$ cat src/rtl/uart_rx_if.sv
// Byte-side bundle of the UART receiver.
// The receiver drives it as master; the host-side byte consumer is the slave.
interface uart_rx_if;
    logic       rd;
    logic [7:0] data;
    logic       rxrdy;
    logic       frame_err;
    logic       overrun;
    logic       parity_err;

    modport master (
        input  rd,
        output data, rxrdy, frame_err, overrun, parity_err
    );

    modport slave (
        output rd,
        input  data, rxrdy, frame_err, overrun, parity_err
    );
endinterface

$ cat src/rtl/uart_rx.sv
// 8N1 UART receiver with a ready/read byte handshake, framing and overrun flags.
// Define UART_RX_PARITY_EN to expect an even-parity bit after data bit 7.
module uart_rx #(
    parameter int CLKS_PER_BIT = 5208
) (
    input  logic      clk,
    input  logic      rst,
    input  logic      rx,
    uart_rx_if.master bus
);
    localparam int N  = CLKS_PER_BIT;
    localparam int H  = N / 2;
    localparam int CW = $clog2(N);

    localparam logic [CW-1:0] CNT_LAST = CW'(N - 1);
    localparam logic [CW-1:0] CNT_HALF = CW'(H - 1);

    typedef enum logic [2:0] {
        IDLE,
        START,
        DATA,
`ifdef UART_RX_PARITY_EN
        PARITY,
`endif
        STOP
    } state_t;

    state_t        state;
    logic [CW-1:0] cnt;
    logic [2:0]    idx;
    logic [7:0]    shreg;
    logic          rx_s1;
    logic          rxs;
    logic          rx_prev;

    logic [7:0]    data_q;
    logic          rxrdy_q;
    logic          ferr_q;
    logic          ovr_q;
    logic          perr_q;
    logic          perr_d;
    logic          done;
    logic          rd_hit;

    // Sync flops idle high so reset never fakes a start edge.
    always_ff @(posedge clk or posedge rst) begin
        if (rst) begin
            rx_s1   <= 1'b1;
            rxs     <= 1'b1;
            rx_prev <= 1'b1;
        end else begin
            rx_s1   <= rx;
            rxs     <= rx_s1;
            rx_prev <= rxs;
        end
    end

    assign done   = (state == STOP) && (cnt == CNT_LAST);
    assign rd_hit = bus.rd && rxrdy_q;

`ifdef UART_RX_PARITY_EN
    logic pbit;

    assign perr_d = (^shreg) != pbit;
`else
    assign perr_d = 1'b0;
`endif

    always_ff @(posedge clk or posedge rst) begin
        if (rst) begin
            state <= IDLE;
            cnt   <= '0;
            idx   <= '0;
            shreg <= '0;
`ifdef UART_RX_PARITY_EN
            pbit  <= 1'b0;
`endif
        end else begin
            case (state)
                IDLE: begin
                    cnt <= '0;
                    if (rx_prev && !rxs) state <= START;
                end
                START: begin
                    if (cnt == CNT_HALF) begin
                        cnt   <= '0;
                        idx   <= '0;
                        state <= rxs ? IDLE : DATA;
                    end else begin
                        cnt <= cnt + 1'b1;
                    end
                end
                DATA: begin
                    if (cnt == CNT_LAST) begin
                        cnt   <= '0;
                        shreg <= {rxs, shreg[7:1]};
                        idx   <= idx + 1'b1;
`ifdef UART_RX_PARITY_EN
                        if (idx == 3'd7) state <= PARITY;
`else
                        if (idx == 3'd7) state <= STOP;
`endif
                    end else begin
                        cnt <= cnt + 1'b1;
                    end
                end
`ifdef UART_RX_PARITY_EN
                PARITY: begin
                    if (cnt == CNT_LAST) begin
                        cnt   <= '0;
                        pbit  <= rxs;
                        state <= STOP;
                    end else begin
                        cnt <= cnt + 1'b1;
                    end
                end
`endif
                STOP: begin
                    if (cnt == CNT_LAST) begin
                        cnt   <= '0;
                        state <= IDLE;
                    end else begin
                        cnt <= cnt + 1'b1;
                    end
                end
                default: begin
                    cnt   <= '0;
                    state <= IDLE;
                end
            endcase
        end
    end

    // A completing frame takes priority over a read in the same cycle.
    always_ff @(posedge clk or posedge rst) begin
        if (rst) begin
            data_q  <= 8'h00;
            rxrdy_q <= 1'b0;
            ferr_q  <= 1'b0;
            ovr_q   <= 1'b0;
            perr_q  <= 1'b0;
        end else if (done) begin
            data_q  <= shreg;
            rxrdy_q <= 1'b1;
            ferr_q  <= ~rxs;
            perr_q  <= perr_d;
            if (rd_hit)       ovr_q <= 1'b0;
            else if (rxrdy_q) ovr_q <= 1'b1;
        end else if (rd_hit) begin
            rxrdy_q <= 1'b0;
            ferr_q  <= 1'b0;
            ovr_q   <= 1'b0;
            perr_q  <= 1'b0;
        end
    end

    assign bus.data       = data_q;
    assign bus.rxrdy      = rxrdy_q;
    assign bus.frame_err  = ferr_q;
    assign bus.overrun    = ovr_q;
    assign bus.parity_err = perr_q;
endmodule

$ cat src/flat_wrapper.sv
// flat-port wrapper written by rule: the top's interface ports become plain ports
module uart_rx_flat 
#(
    parameter int CLKS_PER_BIT = 5208
)
  (clk, rst, rx, bus_rd, bus_data, bus_rxrdy, bus_frame_err, bus_overrun, bus_parity_err);
  uart_rx_if bus_i ();
  input  logic clk;
  input  logic rst;
  input  logic rx;
  input wire logic [$bits(bus_i.rd)-1:0] bus_rd;
  output wire logic [$bits(bus_i.data)-1:0] bus_data;
  output wire logic [$bits(bus_i.rxrdy)-1:0] bus_rxrdy;
  output wire logic [$bits(bus_i.frame_err)-1:0] bus_frame_err;
  output wire logic [$bits(bus_i.overrun)-1:0] bus_overrun;
  output wire logic [$bits(bus_i.parity_err)-1:0] bus_parity_err;
  assign bus_i.rd = bus_rd;
  assign bus_data = bus_i.data;
  assign bus_rxrdy = bus_i.rxrdy;
  assign bus_frame_err = bus_i.frame_err;
  assign bus_overrun = bus_i.overrun;
  assign bus_parity_err = bus_i.parity_err;
  uart_rx #(.CLKS_PER_BIT(CLKS_PER_BIT)) u_core (.clk(clk), .rst(rst), .rx(rx), .bus(bus_i));
endmodule
$ cat config.mk
export PLATFORM = sky130hd
export DESIGN_NAME = uart_rx_flat
export DESIGN_NICKNAME = d
export VERILOG_FILES = /design/src/rtl/uart_rx_if.sv /design/src/rtl/uart_rx.sv /design/src/flat_wrapper.sv
export SDC_FILE = /design/constraint.sdc
export NUM_CORES = 1
export LEC_CHECK = 0
export ABC_CLOCK_PERIOD_IN_PS = 2750
export CORE_UTILIZATION = 40
export CTS_CLUSTER_DIAMETER = 150
export CTS_CLUSTER_SIZE = 14
export DETAILED_ROUTE_END_ITERATION = 7
export GPL_TIMING_DRIVEN = 0
export PLACE_DENSITY = 0.61
export SLEW_MARGIN = 10
export SYNTH_ARGS = -nofsm -noshare
export SYNTH_HDL_FRONTEND = slang
export SYNTH_SLANG_ARGS = --single-unit
$ cat constraint.sdc
create_clock -name clk -period 2.75 [get_ports clk]
set_input_delay 0.6875 -clock clk [delete_from_list [all_inputs] [get_ports clk]]
set_output_delay 0.6875 -clock clk [all_outputs]
set_load 0.005 [all_outputs]
Word-level counts from Yosys, hierarchy flattened
Cells that the tools add are included.
{ "word_totals": {"regBits": 42, "inputBits": 4, "output_inout_bits": 12, "elab_cells": 59} }
{ "op_classes": {"n_addsub": 2, "eq_ne": 11, "n_mux": 20, "n_bitwise": 1, "n_reduce_logical": 13} }
{ "ops": {"columns": ["cell", "n"], "rows": [
  ["$mux 13", 2],
  ["$pmux 13 s2", 1],
  ["$mux 3", 7],
  ["$add 13x1->13 const B", 1],
  ["$eq 13x12->1 const B", 1],
  ["$eq 13x13->1 const B", 1],
  ["$pmux 3 s4", 1],
  ["$ne 2x1->1 const B", 4],
  ["$mux 1", 7],
  ["$eq 3x2->1 const B", 2],
  ["$pmux 3 s2", 1],
  ["$reduce_bool 2->1", 3],
  ["$reduce_and 5->1", 1],
  ["$reduce_and 2->1", 2],
  ["$add 3x1->3 const B", 1],
  ["$eq 3x1->1 const B", 1],
  ["$eq 3x3->1 const B", 1],
  ["$logic_and 1x1->1", 3],
  ["$logic_not 3->1", 1],
  ["$reduce_and 3->1", 1],
  ["$mux 2", 1],
  ["$ne 2x2->1 const B", 1],
  ["$reduce_or 2->1", 1],
  ["$logic_not 1->1", 1],
  ["$not 1->1", 1]
]} }

Longest topological paths before layout
Gate-level depths: netlist (run 1).
{ "depth": {"word_depth": 4, "mapped_depth": 6, "depth_no_buf": 5} }

Worst setup path after synthesis (run 1)
No wires, ideal clock.
{ "synth_path": {"kind": "reg-to-reg", "start": "register u_core.cnt[6]", "end": "register u_core.cnt[6]", "setup_time_ns": 0.119, "arrival_ns": 1.782, "required_ns": 2.631, "path_slack_ns": 0.849, "path_stages_with_launch": 7, "path_buffers": 2, "period_less_slack_ns": 1.901, "cell_sequence": "dfrtp_1 buf_6 or4_1 or4_1 a2bb2oi_2 buf_6 nor2_1"} }
{ "synth_between": {"elab_chain_len": 3, "word_cells_on_any_way": 6, "cone_classes": "add/sub: 1; eq/ne: 2; mux: 3"} }
{ "synth_rtl": {"columns": ["item", "line", "source"], "rows": [
  ["start, declared", "uart_rx.sv:29", "logic [CW-1:0] cnt;"],
  ["start signal, assigned", "uart_rx.sv:90", "cnt <= cnt + 1'b1;"],
  ["start signal, assigned", "uart_rx.sv:104", "cnt <= cnt + 1'b1;"],
  ["start signal, assigned", "uart_rx.sv:123", "cnt <= cnt + 1'b1;"],
  ["$add 13x1->13 (tied with other cells)", "uart_rx.sv:90, uart_rx.sv:104, uart_rx.sv:123", null],
  ["$mux 13 (on tied branches)", "uart_rx.sv:94, uart_rx.sv:119, uart_rx.sv:85", null],
  ["$pmux 13 s2 *", "uart_rx.sv:79", "case (state)"]
]} }
Every way passes the cells marked *; elsewhere a longest branch is shown, timed or not.
A chain may end at the register's enable or synchronous reset.

Worst setup path after layout (run 1)
{ "layout_path": {"start": "register u_core.cnt[0]", "end": "register u_core.shreg[2]"} }
{ "layout_between": {"elab_chain_len": 2} }
{ "layout_rtl": {"columns": ["item", "line", "source"], "rows": [
  ["$eq 13x13->1", "uart_rx.sv:94", "if (cnt == CNT_LAST) begin"],
  ["$reduce_and 2->1 (no source line)", null, null],
  ["end signal, assigned", "uart_rx.sv:96", "shreg <= {rxs, shreg[7:1]};"],
  ["end, declared", "uart_rx.sv:31", "logic [7:0] shreg;"]
]} }
Every way passes these cells.

==> flow_summary.toml, run 1 <==
[clock_network]
clk_latency_ns = 0.29
path_clk_slew_ns = 0.07
postCtsSetupBuffers = 0
max-clock-path-buffers = 2
cts-root-buf = "clkbuf_8"
cts_hold_buf = 0
post_cts_resized = 0
cts_sinks = 40
cts_max_level = 2
cts_made_buffers = 5
cts_tree = "built"

[cells_and_area]
final_common_cell = "dfrtp_1"
stdcell_area_um2 = 2200
nFillCells = 388
drive_gt1_share_pct = 19.0
diodes = 0
layout.nets = 185
area_delta_synth_final_pct = 18.2
multi_input_area_um2 = 790
mostFrequentLayoutCells = "dfrtp_1, nor2_1, mux2_2"
seq_area_um2 = 1000
stdcell_count = 231

[die]
start_util_pct = 42.1
die_h_um = 70.2
rows = 24
core_area_um2 = 4410
die_x_um = 70.2
dieArea_um2 = 4920
io_pins = 16

[timing]
slew_viol_final = 0
hold_violations = 0
slew_headroom_pct = 45.6
worst_slew_pin_slew_ns = 0.815
fin_crit_sh_pct = 79.3
tns_ns = 0
timing.final.setup_violations = 0
timing.fmax_ghz = 0.458
rsz0062_at_grt = "false"
fin_crit_ns = 2.18
finClkSkew_ns = 0.00269

[route]
drcViolationCount = 0
ant_nets = 0
wl_mm = 3.31
num_vias = 1226
vias_per_cell = 5.31
drt_iter0_drc = 54
firstDrtPassIters = 4
avgRoutedWirePerCell_um = 14.3

[synthesis]
synth_top_area_cell = "dfrtp_1"
ys_top_cells_by_area = "dfrtp_1, mux2_2, dfstp_2"
syn_nets = 164
yosysTopAreaCellShare_pct = 49.8
yosysWarnings = 0
yosys_register_bits = 40
syn_inst = 157
ys_seq_area_share_pct = 54.1
synth_cell_types = 37
syn_area_per_cell_um2 = 11.8
syn-cell-area_um2 = 1860

[critical_path]
critPathMaxFanout = 9
cp-end-kind = "flip-flop"
arrival_ns = 2.36
timing.rr.end = "u_core.shreg[2]"
r2r_setup_slack_ns = 0.57
worstReg2RegStart = "u_core.cnt[0]"
reg2reg_depth = 4
startpoint_type = "flip-flop"
path_class = "reg2reg"
crit_required_ns = 2.93

[min_path]
hold_start = "u_core.rx_s1"
hold_depth = 0
hold_end = "u_core.rxs"
min_path_type = "reg2reg"

[status]
status = "finished clean"

[grt]
grt_overflow = 0
antenna_found_initial = 0
grt_max_degree = 41
grt_use_total_pct = 16.0
grt_pass1_vias = 1311
grt_pass1_wl_mm = 6.02

[power_and_ir_drop]
peakVddDrop_uv = 378
p_leak_nw = 0.961
p_total_mw = 1.40
powerDensity_nw_per_um2 = 636

[placed_design]
port_buffers = 14
dp.cells = 223
placed_area_um2 = 2060
hpwl_mm = 2.28
routabilityCongestion = 0.792

[run]
cap_violations = 0
through the flow:
| step | worst slack [ns] | util (%) | hold slack (ns) |
|---|---|---|---|
| final | 0.568 | 49.7 | 0.357 |
| after global routing | 0.433 | 49.7 | 0.366 |
| after floorplan | 0.849 | - | 0.345 |
| after global placement | 0.350 | 46.7 | 0.348 |
| after detailed placement | 0.600 | 46.7 | 0.347 |
| after CTS | 0.585 | 49.7 | 0.358 |
cell usage after synthesis, drive strengths merged:
| library cell | count |
|---|---|
| buf | 3 |
| nand4b | 2 |
| and4 | 1 |
| nand2 | 6 |
| xor2 | 2 |
| dfstp | 3 |
| a21oi | 1 |
| xnor2 | 9 |
| or4 | 2 |
| o211ai | 1 |
| or2 | 1 |
| o221a | 2 |
| o21a | 1 |
| ha | 3 |
| mux2 | 16 |
| clkbuf | 4 |
| nand3 | 7 |
| a21o | 2 |
| nor2 | 16 |
| nand4 | 4 |
| mux2i | 1 |
| inv | 5 |
| a2bb2oi | 1 |
| nor2b | 4 |
| or4b | 1 |
| nor3 | 4 |
| o21ai | 5 |
| dfrtp | 37 |
| nor4b | 2 |
| nand3b | 1 |
| nor4 | 3 |
| conb | 1 |
| and2 | 1 |
| and4b | 1 |
| nor4bb | 4 |
worst max-delay path by stage:
stage,end,start,cells after the start,slack [ns]
floorplan,u_core.cnt[6],u_core.cnt[6],6,0.85
global placement,u_core.shreg[4],rst,2,0.35
detailed placement,u_core.shreg[2],u_core.cnt[0],4,0.60
CTS,u_core.shreg[2],u_core.cnt[0],4,0.59
global route,u_core.shreg[1],u_core.cnt[0],4,0.43
finish,u_core.shreg[2],u_core.cnt[0],4,0.57
where the power goes:
group / internal [mW] / switching [mW] / leakage, nW / total [mW]
Sequential: 0.630 / 0.0458 / 0.537 / 0.675
Combinational: 0.0698 / 0.0901 / 0.358 / 0.160
Clock: 0.363 / 0.198 / 0.0654 / 0.561
worst max-delay path, cell delays in order, from the launching register on:
cell      delay, ns
dfrtp_1        0.42
ha_1           0.32
nor4bb_1       0.35
nand4_1        0.52
mux2_2         0.45
routing by layer:
metal | up-vias | global-route usage, % | routed length (µm)
li1 | 594 | - | -
met1 | 603 | 19.8 | 1550
met2 | 21 | 25.0 | 1550
met3 | 8 | 3.75 | 128
met4 | 0 | 10.4 | 79
met5 | - | 0 | 0
kinds of logic (layout without fill, tap and decap cells):
logic type,after synthesis,after routing,share of synthesized area [%]
muxes,17,17,10.2
other,1,1,0.202
DFF,40,40,54.1
adders and majority gates,3,3,2.02
xor gates and xnor gates,11,11,5.19
buffers and inverters,12,34,3.43
AOI/OAI and AO/OA,13,13,5.25
and+or+nand+nor,60,60,19.6
final cells by class:
class / count / share of cell area, %
tap: 52 / 2.96
multi-input combinational: 105 / 36.0
sequential: 40 / 45.8
buffer: 7 / 2.05
inverter: 5 / 0.855
clock inverter: 2 / 2.74
clock buffer: 6 / 3.30
timing repair buffer: 14 / 6.38
registers in the layout (all words and copies together) (netlist names):
signal	cells
u_core.shreg	8
u_core.state	2
u_core.bus.overrun	1
u_core.cnt	13
u_core.bus.frame_err	1
u_core.bus.rxrdy	1
u_core.rx_prev	1
u_core.rx_s1	1
u_core.idx	3
u_core.bus.data	8
u_core.rxs	1
No activity file was read; power rests on OpenSTA's default activity.
==> inputs of run 2 (changes only) <==
--- a/config.mk
+++ b/config.mk
@@ -5,13 +5,13 @@
 export SDC_FILE = /design/constraint.sdc
 export NUM_CORES = 1
 export LEC_CHECK = 0
-export ABC_CLOCK_PERIOD_IN_PS = 2750
+export ABC_CLOCK_PERIOD_IN_PS = 1930
 export CORE_UTILIZATION = 40
 export CTS_CLUSTER_DIAMETER = 150
 export CTS_CLUSTER_SIZE = 14
 export DETAILED_ROUTE_END_ITERATION = 7
 export GPL_TIMING_DRIVEN = 0
-export PLACE_DENSITY = 0.61
+export PLACE_DENSITY = 0.63
 export SLEW_MARGIN = 10
 export SYNTH_ARGS = -nofsm -noshare
 export SYNTH_HDL_FRONTEND = slang
==> constraint.sdc (replaced) <==
create_clock -name clk -period 1.93 [get_ports clk]
set_input_delay 0.4825 -clock clk [delete_from_list [all_inputs] [get_ports clk]]
set_output_delay 0.4825 -clock clk [all_outputs]
set_load 0.005 [all_outputs]
==> run 2 against run 1 <==
The flow now finishes with violations (setup timing); maximum frequency is 9.0% higher; power is 34% higher; flip-flop and latch count stayed put; largest power group unchanged; largest cell class unchanged.
==> flow_summary.toml, run 2 (synthesis gave the netlist of run 1 again) <==
[timing]
whs_ns = 0.359
finalWorstSetupSlack_ns = -0.0726
fin_crit_ns = 2.00
finClkSkew_ns = 0.00841
slew_viol_final = 0
rsz0062_at_grt = "true"
hold_violations = 0
tns_ns = -0.815
timing.fmax_ghz = 0.499
slew_headroom_pct = 45.6
timing.final.setup_violations = 13
fin_crit_sh_pct = 104
worst_slew_pin_slew_ns = 0.815

[cells_and_area]
drive_gt1_share_pct = 36.7
area_delta_synth_final_pct = 27.6
mostFrequentLayoutCells = "dfrtp_1, buf_4, mux2_2"
largest_reg_flops = 13
layout.nets = 205
diodes = 0
final_common_cell = "dfrtp_1"
stdcell_count = 251
top_register = "u_core.cnt"

[critical_path]
path_class = "reg2reg"
crit_required_ns = 2.11
startpoint_type = "flip-flop"
critPathMaxFanout = 5
cp-end-kind = "flip-flop"
arrival_ns = 2.18
r2r_setup_slack_ns = -0.07

[die]
rows = 24
dieArea_um2 = 4920
core_area_um2 = 4410
io_pins = 16
die_x_um = 70.2
die_h_um = 70.2
start_util_pct = 42.1

[placed_design]
dp.cells = 223
routabilityCongestion = 0.740
hpwl_mm = 2.45
dp_slack_ns = -0.198
port_buffers = 14

[route]
drcViolationCount = 0
vias_per_cell = 5.29
firstDrtPassIters = 4
avgRoutedWirePerCell_um = 15.2
num_vias = 1327
ant_nets = 0
wl_mm = 3.82
drt_iter0_drc = 83

[clock_network]
cts_made_buffers = 5
cts_max_level = 2
cts_sinks = 40
cts-root-buf = "clkbuf_8"
max-clock-path-buffers = 2
path_clk_slew_ns = 0.08
cts_tree = "built"
clk_latency_ns = 0.29
cts_hold_buf = 0

[run]
cap_violations = 0

[power_and_ir_drop]
powerDensity_nw_per_um2 = 786
p_total_mw = 1.86
p_leak_nw = 1.04
peakVddDrop_uv = 638

[grt]
grt_overflow = 0
grt_use_total_pct = 16.9
grt_pass1_vias = 1427
grt_max_degree = 41
grt_pass1_wl_mm = 6.46
antenna_found_initial = 0

[status]
status = "complete, but fails checks"
failed_checks = "setup timing"

[min_path]
min_path_type = "reg2reg"
-- run 2: changes by cell type in the layout (fill, tap and decap cells not counted), moves of 2 or more --
cell       before  now
buf_4           1   22
nor2_2          0    6
bufinv_16       2    0
nor2_1         16    9
dfrtp_2         0    7
clkbuf_1        5    3
dfrtp_1        37   30
-- run 2: per-layer routing --
layer	global-route usage [%]	share of wire (%)	vias to the layer above
li1	-	-	635
met3	3.32	2.8	2
met2	28.4	53	21
met1	20.4	43	669
met5	0	0	-
met4	9.33	0.65	0
-- run 2: path summary, 6_finish.rpt --
| check | from | to | cells after the start |
|---|---|---|---|
| max in group asynchronous | rst | u_core.cnt[11] | 2 |
| min | u_core.rx_s1 | u_core.rxs | 0 |
| min reg2reg | u_core.rx_s1 | u_core.rxs | 0 |
| max reg2reg | u_core.cnt[6] | u_core.cnt[3] | 5 |
| max | u_core.cnt[6] | u_core.cnt[3] | 5 |
| min in group asynchronous | rst | u_core.bus.data[0] | 2 |
-- run 2: layout make-up --
type / instances / area, µm²
Clock buffer: 6 / 72.6
Multi-Input combinational cell: 105 / 846
Clock inverter: 2 / 12.5
Timing Repair Buffer: 36 / 309
Buffer: 5 / 33.8
Fill cell: 396 / 2040
Tap cell: 52 / 65.1
Inverter: 5 / 18.8
Sequential cell: 40 / 1010
-- run 2: per-stage QoR --
step | cell area (µm²) | util (%)
floorplan | 1860 | -
global placement | 2060 | 46.7
detailed placement | 2060 | 46.7
CTS | 2250 | 51.0
global route | 2370 | 53.7
finish | 2370 | 53.7
-- run 2: worst max-delay path, cell delays in order (launching register included) --
cell	delay [ns]
dfrtp_1	0.41
or4_1	0.52
or4_4	0.51
a2bb2oi_4	0.23
buf_6	0.17
nor2_2	0.03
-- run 2: repair_timing --
action,4_1_cts,5_1_grt
endpoints found under the setup margin,32,24
pin swaps,8,6
buffers inserted,7,14
gates cloned,1,0
gates resized for setup,14,10
-- run 2: power breakdown --
| group | switching (mW) | internal [mW] | leakage, nW | total [mW] |
|---|---|---|---|---|
| combinational | 0.148 | 0.182 | 0.468 | 0.330 |
| sequential | 0.0894 | 0.905 | 0.527 | 0.994 |
| clock | 0.287 | 0.253 | 0.0412 | 0.540 |
